==> src/rtl/hyperbus_pkg.sv <==
// hyperbus_pkg: types and defaults shared by the HyperBus controller slice.
//   hyper_wr_state_e : write-data transmitter states
//   BURST_W_DEF      : default width of the burst word counter
//   LAT_W_DEF        : default width of the initial-latency counter
package hyperbus_pkg;

  typedef enum logic [1:0] {
    ST_IDLE    = 2'd0,
    ST_LATENCY = 2'd1,
    ST_DATA    = 2'd2,
    ST_DONE    = 2'd3
  } hyper_wr_state_e;

  localparam int unsigned BURST_W_DEF = 16;
  localparam int unsigned LAT_W_DEF   = 4;

endpackage

==> src/rtl/ddr_out_pair.sv <==
// ddr_out_pair: registered rise/fall byte pair, RWDS mask and output enable
// feeding the DDR output cells. It is the transmit mirror of the DDR input
// capture.
//   clk0        : clock
//   rst_ni      : synchronous active-low reset, clears every register
//   clr_i       : synchronous clear (abort), overrides ld_i
//   ld_i        : load enable; when low the pair idles at zero with OE low
//   data_i      : [15:8] rise byte, [7:0] fall byte
//   strb_i      : [1] rise byte enable, [0] fall byte enable
//   dq_rise_o / dq_fall_o     : registered data bytes
//   rwds_rise_o / rwds_fall_o : registered mask bits (1 = masked)
//   oe_o        : registered output enable for DQ and RWDS
module ddr_out_pair (
  input  logic        clk0,
  input  logic        rst_ni,
  input  logic        clr_i,
  input  logic        ld_i,
  input  logic [15:0] data_i,
  input  logic [1:0]  strb_i,
  output logic [7:0]  dq_rise_o,
  output logic [7:0]  dq_fall_o,
  output logic        rwds_rise_o,
  output logic        rwds_fall_o,
  output logic        oe_o
);

  logic [7:0] dq_rise_p1;
  logic [7:0] dq_fall_p1;
  logic       rwds_rise_p1;
  logic       rwds_fall_p1;
  logic       vld_p1;

  // Stage p0 -> p1: one beat per cycle, zeroed whenever no word is loaded
  // so the pins never show stale data while OE is low.
  always_ff @(posedge clk0) begin
    if (!rst_ni || clr_i || !ld_i) begin
      dq_rise_p1   <= 8'h00;
      dq_fall_p1   <= 8'h00;
      rwds_rise_p1 <= 1'b0;
      rwds_fall_p1 <= 1'b0;
      vld_p1       <= 1'b0;
    end else begin
      dq_rise_p1   <= data_i[15:8];
      dq_fall_p1   <= data_i[7:0];
      rwds_rise_p1 <= ~strb_i[1];
      rwds_fall_p1 <= ~strb_i[0];
      vld_p1       <= 1'b1;
    end
  end

  assign dq_rise_o   = dq_rise_p1;
  assign dq_fall_o   = dq_fall_p1;
  assign rwds_rise_o = rwds_rise_p1;
  assign rwds_fall_o = rwds_fall_p1;
  assign oe_o        = vld_p1;

endmodule

==> src/rtl/hyper_write_tx.sv <==
// hyper_write_tx: HyperBus write-data transmitter. Accepts 16-bit words with
// byte strobes over valid/ready, waits the programmed initial latency, then
// drives one DDR beat per cycle. Counts the burst, flags underrun and pulses
// completion.
//   clk0, rst_ni           : clock, synchronous active-low reset
//   start_i                : start pulse (IDLE only), samples burst_len_i/latency_i
//   burst_len_i            : words in the burst (0 = go straight to DONE)
//   latency_i              : cycles between start and DATA
//   abort_i                : cancel everything, return to IDLE, no done pulse
//   data_i, strb_i         : write word and byte enables
//   valid_i, ready_o       : word handshake
//   dq_rise_o, dq_fall_o   : DDR byte pair (registered)
//   rwds_rise_o, rwds_fall_o : RWDS byte mask (1 = masked)
//   dq_oe_o, rwds_oe_o     : output enables
//   busy_o                 : state is not IDLE
//   done_o, underrun_o     : completion pulse, underrun qualifier
module hyper_write_tx
  import hyperbus_pkg::*;
#(
  parameter int unsigned BURST_W = BURST_W_DEF,
  parameter int unsigned LAT_W   = LAT_W_DEF
) (
  input  logic               clk0,
  input  logic               rst_ni,
  input  logic               start_i,
  input  logic [BURST_W-1:0] burst_len_i,
  input  logic [LAT_W-1:0]   latency_i,
  input  logic               abort_i,
  input  logic [15:0]        data_i,
  input  logic [1:0]         strb_i,
  input  logic               valid_i,
  output logic               ready_o,
  output logic [7:0]         dq_rise_o,
  output logic [7:0]         dq_fall_o,
  output logic               rwds_rise_o,
  output logic               rwds_fall_o,
  output logic               dq_oe_o,
  output logic               rwds_oe_o,
  output logic               busy_o,
  output logic               done_o,
  output logic               underrun_o
);

  hyper_wr_state_e    state_q, state_d;
  logic [BURST_W-1:0] rem_q, rem_d;
  logic [LAT_W-1:0]   lat_q, lat_d;
  logic               under_q, under_d;
  logic               hs;
  logic               oe;

  always_ff @(posedge clk0) begin
    if (!rst_ni) begin
      state_q <= ST_IDLE;
      rem_q   <= '0;
      lat_q   <= '0;
      under_q <= 1'b0;
    end else begin
      state_q <= state_d;
      rem_q   <= rem_d;
      lat_q   <= lat_d;
      under_q <= under_d;
    end
  end

  always_comb begin
    state_d    = state_q;
    rem_d      = rem_q;
    lat_d      = lat_q;
    under_d    = under_q;
    ready_o    = 1'b0;
    hs         = 1'b0;
    done_o     = 1'b0;
    underrun_o = 1'b0;

    unique case (state_q)
      ST_IDLE: begin
        if (start_i) begin
          rem_d = burst_len_i;
          lat_d = latency_i;
          if (burst_len_i == '0)    state_d = ST_DONE;
          else if (latency_i == '0) state_d = ST_DATA;
          else                      state_d = ST_LATENCY;
        end
      end
      ST_LATENCY: begin
        // Decrement-only; the guard keeps the counter from wrapping.
        if (lat_q != '0) lat_d = lat_q - 1'b1;
        if (lat_q == LAT_W'(1)) state_d = ST_DATA;
      end
      ST_DATA: begin
        ready_o = ~abort_i;
        if (valid_i) begin
          hs = 1'b1;
          if (rem_q != '0) rem_d = rem_q - 1'b1;
          if (rem_q == BURST_W'(1)) state_d = ST_DONE;
        end else begin
          // A HyperBus write cannot stall mid-burst: a gap ends the burst.
          under_d = 1'b1;
          state_d = ST_DONE;
        end
      end
      ST_DONE: begin
        done_o     = 1'b1;
        underrun_o = under_q;
        under_d    = 1'b0;
        state_d    = ST_IDLE;
      end
      default: state_d = ST_IDLE;
    endcase

    // Abort wins over start, handshake, completion and every transition.
    if (abort_i) begin
      state_d    = ST_IDLE;
      under_d    = 1'b0;
      hs         = 1'b0;
      done_o     = 1'b0;
      underrun_o = 1'b0;
    end
  end

  assign busy_o = (state_q != ST_IDLE);

  ddr_out_pair u_out (
    .clk0        (clk0),
    .rst_ni      (rst_ni),
    .clr_i       (abort_i),
    .ld_i        (hs),
    .data_i      (data_i),
    .strb_i      (strb_i),
    .dq_rise_o   (dq_rise_o),
    .dq_fall_o   (dq_fall_o),
    .rwds_rise_o (rwds_rise_o),
    .rwds_fall_o (rwds_fall_o),
    .oe_o        (oe)
  );

  assign dq_oe_o   = oe;
  assign rwds_oe_o = oe;

endmodule

==> config.mk <==
export PLATFORM = sky130hd
export DESIGN_NAME = hyper_write_tx
export DESIGN_NICKNAME = d
export VERILOG_FILES = /design/src/rtl/hyperbus_pkg.sv /design/src/rtl/ddr_out_pair.sv /design/src/rtl/hyper_write_tx.sv
export SDC_FILE = /design/constraint.sdc
export NUM_CORES = 1
export LEC_CHECK = 0
export BUFFER_PORTS_ARGS = -buffer_cell sky130_fd_sc_hd__buf_2
export CAP_MARGIN = 5
export CELL_PAD_IN_SITES_DETAIL_PLACEMENT = 1
export CELL_PAD_IN_SITES_GLOBAL_PLACEMENT = 2
export CORE_MARGIN = 5
export CORE_UTILIZATION = 25
export DETAILED_ROUTE_END_ITERATION = 8
export PLACE_DENSITY = 0.68
export SYNTH_ARGS = -nofsm -noshare
export SYNTH_HDL_FRONTEND = slang
export SYNTH_SLANG_ARGS = --single-unit
==> constraint.sdc <==
create_clock -name clk0 -period 5.2 [get_ports clk0]
set_input_delay 1.04 -clock clk0 [delete_from_list [all_inputs] [get_ports clk0]]
set_output_delay 1.04 -clock clk0 [all_outputs]
set_load 0.005 [all_outputs]
==> impl_metrics.py <==
metrics = {
    "outcome": {
        "status": "completed",
    },
    "clock_tree": {
        "cts-root-buf": "clkbuf_8",
        "cts_buffer_depth": 2,
        "path_clk_slew_ns": 0.09,
        "cts_tree": "built",
        "insertion_delay_ns": 0.30,
        "holdBufCountCts": 0,
        "cts_resized": 0,
        "cts_made_buffers": 5,
        "clock_sinks": 42,
        "postCtsSetupBuffers": 0,
        "htreeDepth": 2,
    },
    "timing": {
        "setup_viol": 0,
        "rsz0062_at_grt": "false",
        "drv_slew": 0,
        "tightest_slew_ns": 0.937,
        "post-route-min-period_ns": 2.90,
        "tns_ns": 0,
        "post-route-period-util": 0.559,
        "skew_ns": 0.00645,
        "relSlewSlack": 0.371,
        "hold_viol_final": 0,
        "max_freq_mhz": 344,
    },
    "synthesis": {
        "synth_edf_count": 0,
        "netlist.area_leader.share": 0.393,
        "yosys_most_used_dff": "dfxtp_1",
        "netlist_area_sq_mm": 0.00214,
        "synth_area_leader_cell": "dfxtp_1",
        "ys_types": 45,
        "synth_fp_nets": 308,
        "ys_ff_latch": 42,
        "yosys_warnings": 0,
        "synth-async-reset-ratio": 0,
        "synth_seq_area_share": 0.393,
        "syn_inst": 257,
        "yosys-top-cells-area": "dfxtp_1 (39%), a21oi_1 (5.6%), and2_1 (5.3%)",
        "syn_avg_cell_area_sq_um": 8.32,
    },
    "layout": {
        "antenna_cells": 0,
        "postLayoutCoreUtil": 0.321,
        "area_growth_pct": 23.9,
        "final_cells": 424,
        "fin_nets": 369,
        "final_common_cell": "buf_2",
        "mostFrequentLayoutCells": "buf_2 (66), dfxtp_1 (42), nor2_1 (27)",
        "final_layout_size_suffix_gt1_frac": 0.257,
    },
    "floorplan": {
        "initial_core_util": 0.259,
        "dieArea_sq_mm": 0.0105,
        "fp.dieW_microns": 102,
        "num_rows": 33,
        "die_h_microns": 102,
        "ios": 67,
        "core_area_sq_mm": 0.00826,
    },
    "route": {
        "via_per_inst": 4.87,
        "ant_nets": 0,
        "firstDrtPassIters": 5,
        "vias": 2065,
        "drt-wirelength-per-cell_microns": 15.7,
        "drc_errors": 0,
        "drt_iter0_drc": 79,
        "wirelength_mm": 6.66,
    },
    "global_route": {
        "grt_start_max_net_pins": 33,
        "grt_pass1_wl_mm": 10.9,
        "antenna_found_initial": 0,
        "grt_overflow": 0,
        "grt_use_total": 0.131,
        "grt_pass1_vias": 2141,
    },
    "hold_path": {
        "whs_path_depth": 2,
        "min_path_type": "flop to flop",
    },
    "job": {
        "drv_cap": 0,
    },
    "setup_path": {
        "critical-path-top-delay-family": "buffers and inverters",
        "path_cells": "inv_1 > ha_1 > buf_4 > inv_1 > nor2_1 > buf_2",
        "crit_path_start_kind": "flop",
        "arrival_ns": 1.86,
        "cp_num_cells": 6,
        "cp_slowest_cell": "inv_1",
        "critical_path_buf_inv_count": 4,
        "cpMostUsedCell": "inv_1",
        "reg2reg_depth": 5,
        "crit_required_ns": 4.16,
        "crit_fanout": 32,
        "crit_path_max_incr_delay_ns": 0.41,
        "end_kind": "output port",
        "critPathKind": "flop to output port",
    },
    "power_and_ir_drop": {
        "power.switching_uw": 252,
        "p_leak_nw": 1.15,
        "ir_drop_mv": 0.108,
        "p_comb_frac": 0.212,
        "cellPowerDensity_mw_per_mm2": 302,
        "sw_frac_of_total": 0.315,
        "power_frac_seq": 0.454,
        "pwr-share-clk": 0.335,
        "p_int_uw": 548,
    },
    "placed_design": {
        "post-place-cells": 416,
        "port_buffers": 66,
        "gp_congestion": 0.803,
        "hpwl_mm": 5.10,
    },
}
[synthesized netlist by cell type (3+ instances only)]
library cell and instances:
dfxtp_1 42, nor2_1 27, a21oi_1 24, nand2_1 22, and2_1 18, inv_1 14
o21ai_0 10, clkbuf_1 8, ha_1 8, nor3_1 7, nor4_1 7, o21ai_1 7
nand3_1 6, o32ai_1 6, a211oi_2 5, nor2b_1 4, mux2i_1 3, nand2b_1 3
[cell families (layout without fill, tap and decap cells)]
family / count (synthesis) / in the layout / synth area share
AO/OA/AOI/OAI: 72 / 72 / 0.226
XOR/XNOR: 1 / 1 / 0.00410
adder cells (fa/ha/maj): 8 / 8 / 0.0468
buffers and inverters: 27 / 89 / 0.0585
flip-flops: 42 / 42 / 0.393
multiplexers: 4 / 4 / 0.0193
AND/OR/NAND/NOR: 103 / 103 / 0.252
[registers in the layout, indices dropped and copies added (netlist names)]
name               count
lat_q                  4
rem_q                 16
under_q                1
u_out.rwds_rise_o      1
u_out.dq_rise_o        8
u_out.rwds_fall_o      1
state_q                2
u_out.oe_o             1
u_out.dq_fall_o        8
[per-layer routing]
metal	track usage	vias up	wire (microns)
met5	0	-	0
met2	0.220	60	3090
li1	-	1043	-
met1	0.160	954	2950
met4	0.0262	0	85
met3	0.0505	8	531
[worst reg2reg max path: cells and delay by family (launching register included)]
family	cells	cell delay, ns
AO/OA/AOI/OAI	3	1.17
flip-flops	1	0.37
AND/OR/NAND/NOR	2	0.79
[worst paths after layout]
path | start | to | slack [ns]
setup / recovery | state_q[0] | ready_o | 2.30
hold / removal | state_q[1] | state_q[1] | 0.51
setup reg to reg | rem_q[8] | rem_q[0] | 2.76
hold reg to reg | state_q[1] | state_q[1] | 0.51
[through the flow]
stage,setup slack [ns],power [mW],hold WS [ns],cell area (sq um)
after floorplan,2.80,0.485,0.448,2140
after global placement,2.57,0.543,0.494,2530
after detailed placement,2.50,0.541,0.500,2530
after CTS,2.27,0.810,0.513,2650
after global routing,2.12,0.846,0.540,2650
final,2.30,0.801,0.511,2650
[power by group through the flow]
stage               sequential, mW  combinational [mW]  clock (mW)
CTS                          0.363               0.171       0.275
global route                 0.367               0.191       0.288
detailed placement           0.371               0.170           0
floorplan                    0.363               0.122           0
finish                       0.363               0.170       0.268
global placement             0.371               0.172           0
[layout make-up]
class | instances | area (sq um)
Inverter | 14 | 52.6
Clock buffer | 5 | 68.8
Tap cell | 105 | 131
Clock inverter | 3 | 45.0
Sequential cell | 42 | 841
Fill cell | 1019 | 5610
Multi-Input combinational cell | 188 | 1170
Timing Repair Buffer | 67 | 338
No activity file was read; power rests on OpenSTA's default activity.
